[src/rtl/riscv_pkg.sv]
// riscv_pkg: RV32I load/store funct3 encodings, LSU state codes and access-size helpers
package riscv_pkg;
  localparam logic [2:0] F3_B  = 3'b000;
  localparam logic [2:0] F3_H  = 3'b001;
  localparam logic [2:0] F3_W  = 3'b010;
  localparam logic [2:0] F3_BU = 3'b100;
  localparam logic [2:0] F3_HU = 3'b101;
  localparam logic [1:0] LSU_IDLE = 2'd0;
  localparam logic [1:0] LSU_REQ  = 2'd1;
  localparam logic [1:0] LSU_DONE = 2'd2;
  typedef enum logic [1:0] {SZ_B = 2'd0, SZ_H = 2'd1, SZ_W = 2'd2} lsu_size_e;
  // reserved encodings (011, 110, 111) fall through to word
  function automatic lsu_size_e size_of(input logic [2:0] f3);
    return f3[1:0] == 2'b00 ? SZ_B : f3[1:0] == 2'b01 ? SZ_H : SZ_W;
  endfunction
  function automatic logic is_misaligned(input logic [2:0] f3, input logic [1:0] off);
    return size_of(f3) == SZ_B ? 1'b0 : size_of(f3) == SZ_H ? off[0] : |off;
  endfunction
endpackage

[src/rtl/m_lsu_if.sv]
// m_lsu_if: data-memory req/ack port between the LSU (master) and memory (slave)
interface m_lsu_if;
  logic        dmem_req;
  logic        dmem_we;
  logic [31:0] dmem_addr;
  logic [31:0] dmem_wdata;
  logic [3:0]  dmem_be;
  logic        dmem_ack;
  logic [31:0] dmem_rdata;
  modport master(output dmem_req, dmem_we, dmem_addr, dmem_wdata, dmem_be, input dmem_ack, dmem_rdata);
  modport slave(input dmem_req, dmem_we, dmem_addr, dmem_wdata, dmem_be, output dmem_ack, dmem_rdata);
endinterface

[src/rtl/lsu_align.sv]
// lsu_align: store lane replication/byte enables and load lane select with sign/zero extension
module lsu_align
  import riscv_pkg::*;
(
  input  logic [2:0]  funct3,
  input  logic [1:0]  off,
  input  logic [31:0] st_data,
  input  logic [31:0] rd_word,
  output logic [31:0] wdata,
  output logic [3:0]  be,
  output logic [31:0] ld_data
);
  lsu_size_e   sz;
  logic        sx;
  logic [7:0]  b;
  logic [15:0] h;
  // halfwords pick their lane by off[1] only, words ignore off entirely
  always_comb begin
    sz      = size_of(funct3);
    sx      = ~funct3[2];
    b       = rd_word[{off, 3'b000} +: 8];
    h       = off[1] ? rd_word[31:16] : rd_word[15:0];
    be      = sz == SZ_B ? 4'b0001 << off : sz == SZ_H ? (off[1] ? 4'b1100 : 4'b0011) : 4'b1111;
    wdata   = sz == SZ_B ? {4{st_data[7:0]}} : sz == SZ_H ? {2{st_data[15:0]}} : st_data;
    ld_data = sz == SZ_B ? {{24{sx & b[7]}}, b} : sz == SZ_H ? {{16{sx & h[15]}}, h} : rd_word;
  end
endmodule

[src/rtl/m_lsu.sv]
// m_lsu: memory-stage load/store unit; optional misaligned-access trap under LSU_MISALIGN_TRAP_EN
module m_lsu
  import riscv_pkg::*;
(
  input  logic        clk,
  input  logic        rst_n,
  input  logic        mem_ren_M,
  input  logic        mem_wen_M,
  input  logic [2:0]  funct3_M,
  input  logic [31:0] alu_result_M,
  input  logic [31:0] rs2_data_M,
  m_lsu_if.master     dmem,
  output logic [31:0] mem_rdata_M,
  output logic        lsu_stall
`ifdef LSU_MISALIGN_TRAP_EN
  ,
  output logic        misalign_M
`endif
);
  logic [1:0]  state_q, state_d;
  logic        req_q, req_d, we_q, we_d;
  logic [31:0] addr_q, addr_d, wdata_q, wdata_d, rdata_q, rdata_d;
  logic [3:0]  be_q, be_d;
  logic [2:0]  f3_q, f3_d;
  logic [1:0]  off_q, off_d;
  logic        access, in_req;
  logic [2:0]  al_f3;
  logic [1:0]  al_off;
  logic [31:0] al_wdata, al_ldata;
  logic [3:0]  al_be;
`ifdef LSU_MISALIGN_TRAP_EN
  logic        mis_q, mis_d;
  assign misalign_M = mis_q;
`endif
  assign access = mem_ren_M | mem_wen_M;
  assign in_req = state_q == LSU_REQ;
  // while waiting for ack the pipeline is frozen, but the latched funct3/offset are used for extension
  assign al_f3  = in_req ? f3_q : funct3_M;
  assign al_off = in_req ? off_q : alu_result_M[1:0];
  lsu_align u_align (
    .funct3  (al_f3),
    .off     (al_off),
    .st_data (rs2_data_M),
    .rd_word (dmem.dmem_rdata),
    .wdata   (al_wdata),
    .be      (al_be),
    .ld_data (al_ldata)
  );
  assign dmem.dmem_req   = req_q;
  assign dmem.dmem_we    = we_q;
  assign dmem.dmem_addr  = addr_q;
  assign dmem.dmem_wdata = wdata_q;
  assign dmem.dmem_be    = be_q;
  assign mem_rdata_M     = rdata_q;
  assign lsu_stall       = rst_n & ((state_q == LSU_IDLE & access) | in_req);
  // next-state and bus register computation; bus outputs hold until the next access is launched
  always_comb begin
    state_d = state_q;
    req_d   = req_q;
    we_d    = we_q;
    addr_d  = addr_q;
    wdata_d = wdata_q;
    be_d    = be_q;
    f3_d    = f3_q;
    off_d   = off_q;
    rdata_d = rdata_q;
`ifdef LSU_MISALIGN_TRAP_EN
    mis_d   = 1'b0;
`endif
    if (state_q == LSU_IDLE && access) begin
`ifdef LSU_MISALIGN_TRAP_EN
      if (is_misaligned(funct3_M, alu_result_M[1:0])) begin
        state_d = LSU_DONE;
        mis_d   = 1'b1;
        rdata_d = '0;
      end else
`endif
      begin
        state_d = LSU_REQ;
        req_d   = 1'b1;
        we_d    = mem_wen_M;
        addr_d  = {alu_result_M[31:2], 2'b00};
        wdata_d = al_wdata;
        be_d    = al_be;
        f3_d    = funct3_M;
        off_d   = alu_result_M[1:0];
      end
    end else if (in_req && dmem.dmem_ack) begin
      state_d = LSU_DONE;
      req_d   = 1'b0;
      rdata_d = we_q ? rdata_q : al_ldata;
    end else if (state_q == LSU_DONE) begin
      state_d = LSU_IDLE;
    end
  end
  // state and bus registers, cleared asynchronously even mid-transaction
  always_ff @(posedge clk or negedge rst_n) begin
    if (!rst_n) begin
      state_q <= LSU_IDLE;
      req_q   <= 1'b0;
      we_q    <= 1'b0;
      addr_q  <= '0;
      wdata_q <= '0;
      be_q    <= '0;
      f3_q    <= '0;
      off_q   <= '0;
      rdata_q <= '0;
`ifdef LSU_MISALIGN_TRAP_EN
      mis_q   <= 1'b0;
`endif
    end else begin
      state_q <= state_d;
      req_q   <= req_d;
      we_q    <= we_d;
      addr_q  <= addr_d;
      wdata_q <= wdata_d;
      be_q    <= be_d;
      f3_q    <= f3_d;
      off_q   <= off_d;
      rdata_q <= rdata_d;
`ifdef LSU_MISALIGN_TRAP_EN
      mis_q   <= mis_d;
`endif
    end
  end
endmodule

[src/flat_wrapper.sv]
// flat-port wrapper written by rule: the top's interface ports become plain ports
module m_lsu_flat import riscv_pkg::*;
  (clk, rst_n, mem_ren_M, mem_wen_M, funct3_M, alu_result_M, rs2_data_M, mem_rdata_M, lsu_stall, dmem_dmem_req, dmem_dmem_we, dmem_dmem_addr, dmem_dmem_wdata, dmem_dmem_be, dmem_dmem_ack, dmem_dmem_rdata);
  m_lsu_if dmem_i ();
  input  logic clk;
  input  logic rst_n;
  input  logic mem_ren_M;
  input  logic mem_wen_M;
  input  logic [2:0] funct3_M;
  input  logic [31:0] alu_result_M;
  input  logic [31:0] rs2_data_M;
  output logic [31:0] mem_rdata_M;
  output logic lsu_stall;
  output wire logic [$bits(dmem_i.dmem_req)-1:0] dmem_dmem_req;
  output wire logic [$bits(dmem_i.dmem_we)-1:0] dmem_dmem_we;
  output wire logic [$bits(dmem_i.dmem_addr)-1:0] dmem_dmem_addr;
  output wire logic [$bits(dmem_i.dmem_wdata)-1:0] dmem_dmem_wdata;
  output wire logic [$bits(dmem_i.dmem_be)-1:0] dmem_dmem_be;
  input wire logic [$bits(dmem_i.dmem_ack)-1:0] dmem_dmem_ack;
  input wire logic [$bits(dmem_i.dmem_rdata)-1:0] dmem_dmem_rdata;
  assign dmem_dmem_req = dmem_i.dmem_req;
  assign dmem_dmem_we = dmem_i.dmem_we;
  assign dmem_dmem_addr = dmem_i.dmem_addr;
  assign dmem_dmem_wdata = dmem_i.dmem_wdata;
  assign dmem_dmem_be = dmem_i.dmem_be;
  assign dmem_i.dmem_ack = dmem_dmem_ack;
  assign dmem_i.dmem_rdata = dmem_dmem_rdata;
  m_lsu u_core (.clk(clk), .rst_n(rst_n), .mem_ren_M(mem_ren_M), .mem_wen_M(mem_wen_M), .funct3_M(funct3_M), .alu_result_M(alu_result_M), .rs2_data_M(rs2_data_M), .dmem(dmem_i), .mem_rdata_M(mem_rdata_M), .lsu_stall(lsu_stall));
endmodule
[config.mk]
export PLATFORM = sky130hd
export DESIGN_NAME = m_lsu_flat
export DESIGN_NICKNAME = d
export VERILOG_FILES = /design/src/rtl/riscv_pkg.sv /design/src/rtl/m_lsu_if.sv /design/src/rtl/lsu_align.sv /design/src/rtl/m_lsu.sv /design/src/flat_wrapper.sv
export SDC_FILE = /design/constraint.sdc
export NUM_CORES = 1
export LEC_CHECK = 0
export ABC_AREA = 1
export ABC_CLOCK_PERIOD_IN_PS = 2300
export CAP_MARGIN = 20
export CORE_ASPECT_RATIO = 0.8
export CORE_MARGIN = 2
export CORE_UTILIZATION = 41
export CTS_CLUSTER_DIAMETER = 60
export DETAILED_ROUTE_END_ITERATION = 8
export GPL_ROUTABILITY_DRIVEN = 0
export PLACE_DENSITY = 0.86
export RECOVER_POWER = 25
export SLEW_MARGIN = 5
export SYNTH_ARGS = -nofsm -noshare
export SYNTH_HDL_FRONTEND = slang
export SYNTH_HIERARCHICAL = 1
export SYNTH_SLANG_ARGS = --single-unit
[constraint.sdc]
create_clock -name clk -period 2.3 [get_ports clk]
set_input_delay 0.46 -clock clk [delete_from_list [all_inputs] [get_ports clk]]
set_output_delay 0.46 -clock clk [all_outputs]
set_load 0.01 [all_outputs]
[Word-level counts from Yosys, hierarchy flattened]
Index checks and enable logic that the tools add are counted.
Storage, ports and cells
  bits in registers: 107
  input bits: 104
  output and inout bits: 103
Operators by class
  equality and inequality tests: 4
  shifts and indexed selects: 2
  multiplexer cells: 17
  bitwise gates (word level): 9
  reductions and logical operators: 8
Operators by type and width (count)
  32-bit 2-to-1 mux: 4
  32-bit by 6-bit indexed part select with 8-bit output: 1
  16-bit 2-to-1 mux: 1
  2-bit 2-to-1 mux: 6
  4-bit 2-to-1 mux: 3
  2-bit by 1-bit equality test with 1-bit output, second input constant: 3
  2-bit zero test: 3
  1-bit bitwise AND: 4
  1-bit by 2-bit left shift with 4-bit output, first input constant: 1
  3-bit 2-to-1 mux: 1
  1-bit NOT: 3
  3-bit AND reduction: 1
  3-bit nonzero test: 1
  2-bit equality test, second input constant: 1
  1-bit logical AND: 2
  1-bit 2-to-1 mux: 2
  1-bit OR: 2
  2-bit nonzero test: 1

[Longest topological paths before layout]
Gate-level depths: netlist of run 1.
  depth after elaboration: 8
  depth in mapped cells: 16
  gate-level depth less buffers: 13

[Modules after synthesis]
The synthesis of run 1 kept the hierarchy.
Modules (own cells, without submodules)
  m_lsu: times used 1, cells each 486, area each 4347.9 sq um
  lsu_align: times used 1, cells each 305, area each 1350.0 sq um

[Worst setup path before layout of run 1]
No wires, ideal clock.
  kind: reg-to-reg
  start point: reg u_core.state_q[0]
  end point: reg u_core.rdata_q[11] (netlist: u_core/mem_rdata_M[11])
  arrival time: 2057 ps
  setup slack: 126 ps
  cell stages (with the launch flop): 13
  buffers on the path: 2
  cells stage by stage: dfrtp_1 inv_1 nor2_2 buf_2 o21ai_0 nand2_4 nor2_8 buf_4 nand2_1 nand3_1 nand2_1 nand4_1 nand2_1
On the way
  longest elaborated chain between the ends: 8
  elaborated cells on any way between the ends: 20
  classes of those cells: eq/ne: 3; shift: 1; mux: 7; bitwise: 3; reduce/logical: 6
Ends and longest elaborated chain
  start, declared: RTL line m_lsu.sv:20  | logic [1:0] state_q, state_d;
  start signal, assigned: RTL line m_lsu.sv:112  | state_q <= state_d;
  2-bit by 1-bit equality test with 1-bit output *: RTL line m_lsu.sv:36  | assign in_req = state_q == LSU_REQ;
  3-bit 2-to-1 mux *: RTL line m_lsu.sv:38  | assign al_f3 = in_req ? f3_q : funct3_M;
  net u_core.al_f3[0]: RTL line m_lsu.sv:27  | logic [2:0] al_f3;
  2-bit by 1-bit equality test with 1-bit output: RTL line riscv_pkg.sv:14  | return f3[1:0] == 2'b00 ? SZ_B : f3[1:0] == 2'b01 ? SZ_H : SZ_W;
  2-bit 2-to-1 mux: RTL line riscv_pkg.sv:14
  2-bit 2-to-1 mux *: RTL line riscv_pkg.sv:14
  2-bit by 1-bit equality test with 1-bit output: RTL line lsu_align.sv:25  | ld_data = sz == SZ_B ? {{24{sx & b[7]}}, b} : sz == SZ_H ? {{16{sx & h[15]}}, h} : rd_word;
  32-bit 2-to-1 mux: RTL line lsu_align.sv:25
  32-bit 2-to-1 mux *: RTL line lsu_align.sv:25
  net u_core.al_ldata[11]: RTL line m_lsu.sv:29  | logic [31:0] al_wdata, al_ldata;
  end signal, assigned: RTL line m_lsu.sv:120  | rdata_q <= rdata_d;
  end, declared: RTL line m_lsu.sv:22  | logic [31:0] addr_q, addr_d, wdata_q, wdata_d, rdata_q, rdata_d;
Mark *: on every way through the listed nets, which the timed path passes. The rest lies on a longest branch.
A chain may end at the register's enable or synchronous reset.

[Final worst setup path of run 1]
  start point: reg u_core.state_q[1]
  end point: reg u_core.rdata_q[4] (netlist: u_core/mem_rdata_M[4])
On the way
  elaborated cells on any way between the ends: 18
  classes of those cells: eq/ne: 3; shift: 1; mux: 7; bitwise: 1; reduce/logical: 6
RTL lines
  2-bit by 1-bit equality test with 1-bit output *: RTL line m_lsu.sv:36
  2-bit 2-to-1 mux *: RTL line m_lsu.sv:39  | assign al_off = in_req ? off_q : alu_result_M[1:0];
  net u_core.al_off[1]: RTL line m_lsu.sv:28  | logic [1:0] al_off;
  branches (longest 2 deep; another with 32-bit by 6-bit indexed part select with 8-bit output)
  32-bit 2-to-1 mux *: RTL line lsu_align.sv:25
  net u_core.al_ldata[4]: RTL line m_lsu.sv:29
Mark *: on every way through the listed nets, which the timed path passes.

==> results of run 1 <==
repair_timing:
action                                  CTS  global route
endpoints found under the setup margin    1            34
resized for setup                         1             2
hold endpoints to repair                  0             0
pin swaps                                 0             0
cells by family after synthesis:
group	Yosys count
simple gates	528
other cells	1
buf+inv	121
compound gates	34
flops	107
state kept, by name, indices dropped and copies added (netlist names):
| register | count |
|---|---|
| u_core/dmem.dmem_be | 4 |
| u_core/dmem.dmem_addr | 30 |
| u_core/dmem.dmem_req | 1 |
| u_core/state_q | 2 |
| u_core/mem_rdata_M | 32 |
| u_core/off_q | 2 |
| u_core/f3_q | 3 |
| u_core/dmem.dmem_wdata | 32 |
| u_core/dmem.dmem_we | 1 |
worst paths after layout:
check / startpoint / end
max in group asynchronous: rst_n / u_core/mem_rdata_M[18]
hold reg to reg: u_core/dmem.dmem_addr[31] / u_core/dmem.dmem_addr[31]
min in group clk: u_core/dmem.dmem_addr[31] / u_core/dmem.dmem_addr[31]
setup reg to reg: u_core/state_q[1] / u_core/mem_rdata_M[4]
hold / removal: rst_n / u_core/state_q[0]
setup / recovery: u_core/state_q[1] / u_core/mem_rdata_M[4]
metrics by stage:
step	worst slack [ns]	setup TNS (ns)	hold WS, ns
after floorplan	0.126	0	0.164
after global placement	-0.0751	-0.0751	0.452
after detailed placement	-0.0676	-0.0676	0.457
after CTS	0.113	0	0.219
after global routing	0.0349	0	0.495
final	0.200	0	0.429
cells in the final DEF (no fill, tap or decap), types with 2 or more instances in the layout:
cell             instances
nand3_1                 86
dfrtp_1                107
clkdlybuf4s50_1        201
nor2_1                  24
inv_6                    2
o22ai_1                  3
nor2_4                   3
o21ai_0                 17
nand2_2                  5
nand2_1                373
inv_1                   58
clkbuf_16                9
nand4_1                 33
buf_12                   3
inv_2                    2
clkbuf_8                 2
conb_1                   2
a21oi_1                  3
buf_4                   26
o211ai_1                 7
inv_4                    2
worst max-delay path, stage by stage (launching register included):
cell	delay, ns
dfrtp_1	0.46
nor2_4	0.27
o21ai_0	0.14
buf_4	0.16
inv_2	0.13
nand2_1	0.24
nor2_1	0.17
nor2_1	0.06
nand2_1	0.05
nand2_1	0.05
nand2_1	0.09
nand4_1	0.11
nand2_1	0.09
layer usage:
layer	global-route usage [%]	vias up	routed length (µm)
met5	0	-	0
met4	7.37	0	369
met3	6.27	25	1370
met2	35.5	239	7880
met1	32.8	2597	7780
li1	-	2851	-
layout make-up:
cell class | instances | area share [%]
Clock buffer | 11 | 3.07
Sequential cell | 107 | 32.5
Timing Repair Buffer | 235 | 28.0
Multi-Input combinational cell | 564 | 29.9
Inverter | 63 | 2.99
Clock inverter | 5 | 0.729
Tap cell | 180 | 2.73
where the power goes:
part	leakage, nW	switching (mW)	internal [mW]
Combinational	2.81	3.50	2.86
Sequential	1.34	0.486	2.76
Clock	0.152	0.699	0.909
Total	4.30	4.69	6.52
==> run_results.csv, run 1 <==
group,metric,value,unit
status,outcome,"completed",
finish,n_fill_cell,1218,
pwr,power-per-cell-area,1360,nW/µm²
clock_network,clockRootBuffer,"clkbuf_16",
detailed_routing,via_per_inst,4.90,
sta,finalMaxSlewViolations,0,
floorplanning,rows,38,
synthesis,syn_inst,791,
setup_path,critPathMaxFanout,9,
placement,placed_cells,1149,
setup_path,end_kind,"flop",
placement,dpl.hpwl,12600,µm
floorplanning,dieHeight,109,µm
finish,antenna_cells,0,
sta,fin_crit,2.10,ns
setup_path,required,2.57,ns
sta,max_freq,0.476,GHz
global_routing,grtUsageTotal,23.4,%
synthesis,async_flop_share,100,%
global_routing,grt_overflow,0,
global_routing,antenna_found_initial,0,
floorplanning,io_pins,207,
setup_path,reg2reg_depth,12,
finish,synthToLayoutAreaGrowth,44.6,%
setup_path,crit_type,"reg -> reg",
sta,final_hold_viol_count,0,
sta,worst_slew_pin_slew,1.11,ns
synthesis,synth_area_leaders,"dfrtp_1, nand2_1, nand3_1, inv_1, nand4_1",
detailed_routing,drtAntennaViolNets,0,
synthesis,avgSynthCellArea,7.20,µm²
clock_network,cts_setup_buffers,0,
synthesis,yosys_most_used_dff,"dfrtp_1",
synthesis,synth-edff-count,0,
synthesis,synth_compound_area_share,3.45,%
clock_network,clockBufferDepth,2,
finish,fin_cells,1165,
global_routing,grt_first_pass_wirelength,27300,µm
synthesis,ys_seq_elements,107,
synthesis,synthAdderAreaFrac,0,%
finish,multi_input_area,2470,µm²
synthesis,netlist_area,5700,µm²
synthesis,synth_most_common_cell,"nand2_1",
placement,port_buffers,204,
sta,finalSetupViolCount,0,
setup_path,crit_arrival,2.37,ns
setup_path,critPathLaunchType,"flop",
pwr,peakVddDrop,0.000782,V
detailed_routing,via_count,5712,
finish,num-nets-final,1084,
synthesis,synthXorXnorAreaFrac,0,%
clock_network,htree_levels,3,
global_routing,grt_pass1_vias,5286,
clock_network,clk_latency,0.34,ns
pwr,power_leakage,4.30,nW
synthesis,synth_top_area_share,47.0,%
placement,dpl_cell_area,7920,µm²
synthesis,synth_common_cells,"nand2_1, dfrtp_1, nand3_1",
finish,finish.utilization,60.8,%
floorplanning,coreArea,13600,µm²
detailed_routing,first_pass_iters,5,
clock_network,holdBufCountCts,0,
synthesis,yosys.area_share.simple,39.3,%
min_path,hold_class,"in -> async",
floorplanning,die_area,14900,µm²
floorplanning,start_util,42.0,%
synthesis,synth_mux_area_share,0,%
synthesis,synth_top_family_by_area,"simple AND/OR/NAND/NOR gates",
clock_network,numCtsBuffers,9,
clock_network,cts_tree,"done",
synthesis,yosys_warnings,6,
finish,drive_above_1_share,6.70,%
sta,slew_headroom,26.2,%
setup_path,reg2reg_slack,0.20,ns
finish,seq_area,2680,µm²
run,cap_violations,0,
detailed_routing,drc,0,
finish,finish.instance_area,8240,µm²
detailed_routing,wl,17400,µm
synthesis,ys_seq_area_share,47.0,%
global_routing,grt_max_degree,80,
sta,rsz0062_at_grt,"false",
floorplanning,fp.dieW,136,µm
synthesis,netlist-cell-type-count,29,
clock_network,cts_num_sinks,107,
synthesis,synth_top_area_cell,"dfrtp_1",
sta,skew,0.00792,ns
clock_network,cts.clk_slew.worst_paths,0.07,ns
pwr,power,11.2,mW
sta,post-route-period-util,91.3,%
detailed_routing,drt-initial-drc-count,452,
detailed_routing,avgRoutedWirePerCell,14.9,µm
Note: power is estimated with default switching activity, not from simulation.
==> run 2, diff against run 1 <==
Settings changed: CORE_UTILIZATION 41 to 40, DONT_BUFFER_PORTS set to 1, PLACE_DENSITY 0.86 to 0.65.
==> run_results.csv, run 2 (synthesis gave the netlist of run 1 again) <==
group,metric,value,unit
detailed_routing,wl,16600,µm
pwr,power_leakage,3.44,nW
finish,finish.instance_area,6080,µm²
finish,n_fill_cell,1437,
sta,rsz0062_at_grt,"false",
global_routing,grt_pass1_vias,4466,
pwr,power-per-cell-area,1530,nW/µm²
clock_network,cts_num_sinks,107,
global_routing,grt_max_degree,109,
finish,drive_above_1_share,6.89,%
detailed_routing,m1WireLength,7460,µm
sta,fin_crit,2.10,ns
clock_network,cts_setup_buffers,0,
min_path,hold_class,"in -> async",
placement,placed_cells,933,
global_routing,grt_first_pass_wirelength,25800,µm
floorplanning,start_util,41.5,%
floorplanning,rows,38,
status,outcome,"finished with violations",
placement,dpl.hpwl,11800,µm
setup_path,critPathMaxFanout,12,
sta,final_hold_viol_count,107,
sta,post-route-period-util,91.2,%
clock_network,cts_tree,"done",
finish,multi_input_area,2470,µm²
clock_network,htree_levels,3,
sta,finalMaxSlewViolations,0,
setup_path,crit_type,"reg -> reg",
global_routing,antenna_found_initial,0,
floorplanning,dieHeight,111,µm
floorplanning,io_pins,207,
floorplanning,coreArea,13700,µm²
sta,tns,0,ns
setup_path,required,2.54,ns
detailed_routing,avgRoutedWirePerCell,17.5,µm
detailed_routing,drtAntennaViolNets,0,
clock_network,numCtsBuffers,9,
run,cap_violations,0,
floorplanning,fp.dieW,137,µm
pwr,pwr-share-comb,41.4,%
detailed_routing,highest_layer,"met4",
sta,worst_slew_pin_slew,0.521,ns
detailed_routing,dr_wl_met3,1890,µm
sta,finalSetupViolCount,0,
clock_network,clk_latency,0.35,ns
clock_network,clockRootBuffer,"clkbuf_16",
detailed_routing,drc,0,
global_routing,grtUsageTotal,22.0,%
sta,max_freq,0.477,GHz
finish,antenna_cells,0,
pwr,power_frac_seq,41.4,%
finish,num-nets-final,868,
pwr,peakVddDrop,0.000666,V
pwr,swShare,47.3,%
global_routing,grt_overflow,0,
clock_network,cts.clk_slew.worst_paths,0.07,ns
setup_path,critPathLaunchType,"flop",
finish,fin_cells,949,
pwr,clkPwrFrac,17.2,%
status,violations,"hold timing",
finish,seq_area,2680,µm²
sta,skew,0.00914,ns
detailed_routing,via_count,4845,
finish,final_common_cell,"nand2_1",
sta,slew_headroom,65.3,%
finish,synthToLayoutAreaGrowth,6.65,%
pwr,p_sw,4.40,mW
setup_path,crit_arrival,2.34,ns
detailed_routing,drt-initial-drc-count,468,
clock_network,clockBufferDepth,2,
placement,port_buffers,0,
detailed_routing,via_per_inst,5.11,
pwr,intPower,4.89,mW
detailed_routing,first_pass_iters,5,
floorplanning,die_area,15200,µm²
setup_path,end_kind,"flop",
detailed_routing,dr_wl_met2,6980,µm
sta,holdWs,-0.199,ns
finish,finish.utilization,44.2,%
placement,dpl_cell_area,5770,µm²
finish,final_cell_mix,"nand2_1, dfrtp_1, nand3_1, inv_1, nand4_1",
run 2: metal layers:
metal  vias up  GRT usage (%)
met1      2208           31.1
li1       2422              -
met3        17           9.28
met4         0           6.32
met5         -              0
met2       198           30.4
run 2: what timing repair did:
| action | CTS | global route |
|---|---|---|
| gates resized for setup | 1 | 1 |
| endpoints found under the hold margin | 107 | 107 |
| setup endpoints to repair | 1 | 3 |
| pin swaps | 0 | 1 |
| cloned | 0 | 0 |
run 2: through the flow:
stage / worst slack (ns) / total power [mW]
6_report: 0.202 / 9.29
5_1_grt: 0.00713 / 10.1
4_1_cts: 0.112 / 9.37
3_5_place_dp: 0.0113 / 7.72
3_3_place_gp: 0.0534 / 7.63
2_1_floorplan: 0.126 / 6.66
run 2: power groups by stage:
stage                     Sequential [mW]  Clock [mW]  Combinational [mW]
after floorplan                      3.60           0                3.06
after global placement               3.89           0                3.74
after detailed placement             3.90           0                3.83
after CTS                            3.87        1.65                3.84
after global routing                 3.99        1.73                4.42
final                                3.85        1.59                3.85
run 2: final cells by class:
type,instances,area share [%]
flip-flops and latches,107,44.1
clock buffers,11,3.99
clock inverters,5,0.988
repair buffers,19,2.55
multi-input cells,564,40.6
well taps,180,3.71
inverters,63,4.06
run 2: critical path, stage by stage (launching register included):
cell     delay [ns]
dfrtp_1        0.45
nor2_4         0.26
o21ai_0        0.12
buf_4          0.17
nor2_4         0.30
inv_1          0.15
buf_4          0.21
nand3_1        0.10
nand2_1        0.06
nand4_1        0.10
nand2_1        0.06
run 2: worst paths after layout:
kind                            slack, ns              start  cells after the start                      to
min in group clk                     0.23          mem_wen_M                      2     u_core/dmem.dmem_we
max in group asynchronous            2.26              rst_n                      0  u_core/mem_rdata_M[30]
worst max-delay path                 0.20  u_core/state_q[1]                     10  u_core/mem_rdata_M[12]
worst max register to register       0.20  u_core/state_q[1]                     10  u_core/mem_rdata_M[12]
worst min-delay path                -0.20              rst_n                      0  u_core/mem_rdata_M[26]
worst min register to register       0.49    u_core/off_q[0]                      2         u_core/off_q[0]
==> run 3, diff against run 2 <==
Settings changed: CTS_CLUSTER_SIZE set to 40.
==> results of run 3 <==
The final DEF is identical to that of run 2; final timing and power are the same.
==> edit, RTL diff (flow settings as in run 2) <==
Reset style: synchronous (`rst_n`), changed in one clocked block. Comments in the files are not updated.
--- a/src/rtl/m_lsu.sv
+++ b/src/rtl/m_lsu.sv
@@ -96,3 +96,3 @@
   // state and bus registers, cleared asynchronously even mid-transaction
-  always_ff @(posedge clk or negedge rst_n) begin
+  always_ff @(posedge clk) begin
     if (!rst_n) begin
Formal check against the unedited RTL: differs if rst_n is asserted again (counterexample within 4 cycles, from zero or initial values and one cycle with rst_n low); with rst_n held inactive, the same outputs for 10 cycles.
==> edit against run 2 <==
  * Die area shrank 4.2%
  * Worst setup slack gained 24 ps
  * Synthesized area shrank 4.3%
  * Fmax grew 1.2%
  * Global-route usage shrank 0.90 points
  * Design area shrank 4.0%
  * Critical endpoint is now u_core/mem_rdata_M[5]$_SDFFE_PN0P_
  * Clock skew shrank 2.2 ps
  * Wire length shrank 5.8%
  * Sequential cell count is the same
  * Synthesized cell count grew 9.5%
Power is not compared: it rests on default switching activity, and its combinational part moved more than twofold at a synthesized area within 25%.
==> edit: results (changes against run 2) <==
\begin{tabular}{lr}
\hline
Metric & Value \\
\hline
\multicolumn{2}{l}{\textbf{Run status}} \\
\quad Result of the run & complete, no violations \\
\multicolumn{2}{l}{\textbf{Route}} \\
\quad Metal3 WL & 1780 um (-5.8\%) \\
\quad Drt initial violations & 405 (-13\%) \\
\quad Wire length on met2 & 6620 um (-5.1\%) \\
\quad 1st-pass router iterations & 6 (+1) \\
\quad Vias/cell & 4.97 (-2.7\%) \\
\quad Routed len/inst & 15.3 um (-12\%) \\
\multicolumn{2}{l}{\textbf{Min path}} \\
\quad Hold Path Class & in -> reg \\
\quad Critical hold path startpoint & rst\_n \\
\multicolumn{2}{l}{\textbf{Synthesis}} \\
\quad Number of different library cells in the post-synthesis netlist & 28 (-3.4\%) \\
\quad Main area contributors after synthesis & dfxtp\_1 (39\%), nand2\_1 (22\%), nand3\_1 (8.5\%) \\
\quad Synth Area in Compound Gates & 0.0939 (+0.0594) \\
\quad Most numerous cell types in the synthesized netlist & nand2\_1 (314), dfxtp\_1 (107), nand3\_1 (93), nor2\_1 (89), inv\_1 (87) \\
\quad Sequential cell area fraction in the yosys report & 0.393 (-0.0771) \\
\quad Post-synthesis average cell area & 6.30 um\^{}2 (-13\%) \\
\quad FFs w/ async S/R, synth & 0 (-1.00) \\
\multicolumn{2}{l}{\textbf{Global routing}} \\
\quad All-layer global routing usage & 0.211 (-0.00900) \\
\quad Vias in the first global route & 4670 (+4.6\%) \\
\quad Maximum number of pins on one net before global-route repair & 76 (-30\%) \\
\multicolumn{2}{l}{\textbf{Critical path}} \\
\quad Worst Path Max Fanout & 16 (+4) \\
\quad Critical path arrival & 2320 ps (-20 ps) \\
\quad Max stage delay cell, worst path & dfxtp\_2 \\
\quad Worst r2r src & u\_core/state\_q[0]\$\_SDFFE\_PN0P\_ \\
\quad Minimum setup slack among reg-to-reg paths & 230 ps (+20 ps) \\
\quad Worst R2R End & u\_core/mem\_rdata\_M[5]\$\_SDFFE\_PN0P\_ \\
\quad Stage delay of the slowest cell on the critical path & 380 ps (-70 ps) \\
\multicolumn{2}{l}{\textbf{STA}} \\
\quad WHS & 229 ps (+428 ps) \\
\quad Min cycle time layout & 2070 ps (-24.5 ps) \\
\quad Worst clock skew & 6.93 ps (-2.22 ps) \\
\quad Worst-margin pin slew & 880 ps (+359 ps) \\
\multicolumn{2}{l}{\textbf{Placed design}} \\
\quad Number of input and output port buffers inserted & 0 (unchanged) \\
\quad DP Wirelength & 10800 um (-8.7\%) \\
\quad Worst setup timing slack at the placement stage & 70.1 ps (+58.8 ps) \\
\multicolumn{2}{l}{\textbf{Cells and area}} \\
\quad Flip-flop and latch area & 0.00214 mm\^{}2 (-20\%) \\
\quad Final instance count without filler cells & 1018 (+7.3\%) \\
\quad Fill count & 1443 (+0.42\%) \\
\quad Total number of nets in the final design & 938 (+8.1\%) \\
\hline
\end{tabular}
==> edit: cell types whose count changed after synthesis, moves of 29 or more <==
cell and change:
a21oi_1 +73, dfrtp_1 -107, dfxtp_1 +107, inv_1 +29, nand2_1 -60, nand4_1 -33
nor2_1 +65
==> edit: what timing repair did <==
action | CTS | global route
setup endpoints to repair | 0 | 34
hold endpoints to repair | 0 | 0
setup buffers | 0 | 3
gates resized for setup | 0 | 6
==> edit: final cells by class <==
cell class | instances | share of cell area
clock buffers | 9 | 0.0386
clock inverters | 6 | 0.0124
inverters | 92 | 0.0609
multi-input cells | 606 | 0.451
flip-flops and latches | 107 | 0.368
well taps | 180 | 0.0386
repair buffers | 18 | 0.0305
==> edit: report_power, final <==
| group | internal, mW | switching (mW) |
|---|---|---|
| Combinational | 0.318 | 0.614 |
| Sequential | 2.02 | 0.191 |
| Clock | 0.851 | 0.724 |
==> edit: layer usage <==
layer	GRT usage	vias up
met2	0.304	201
met4	0.0774	0
li1	-	2602
met1	0.276	2229
met3	0.0947	25
met5	0	-
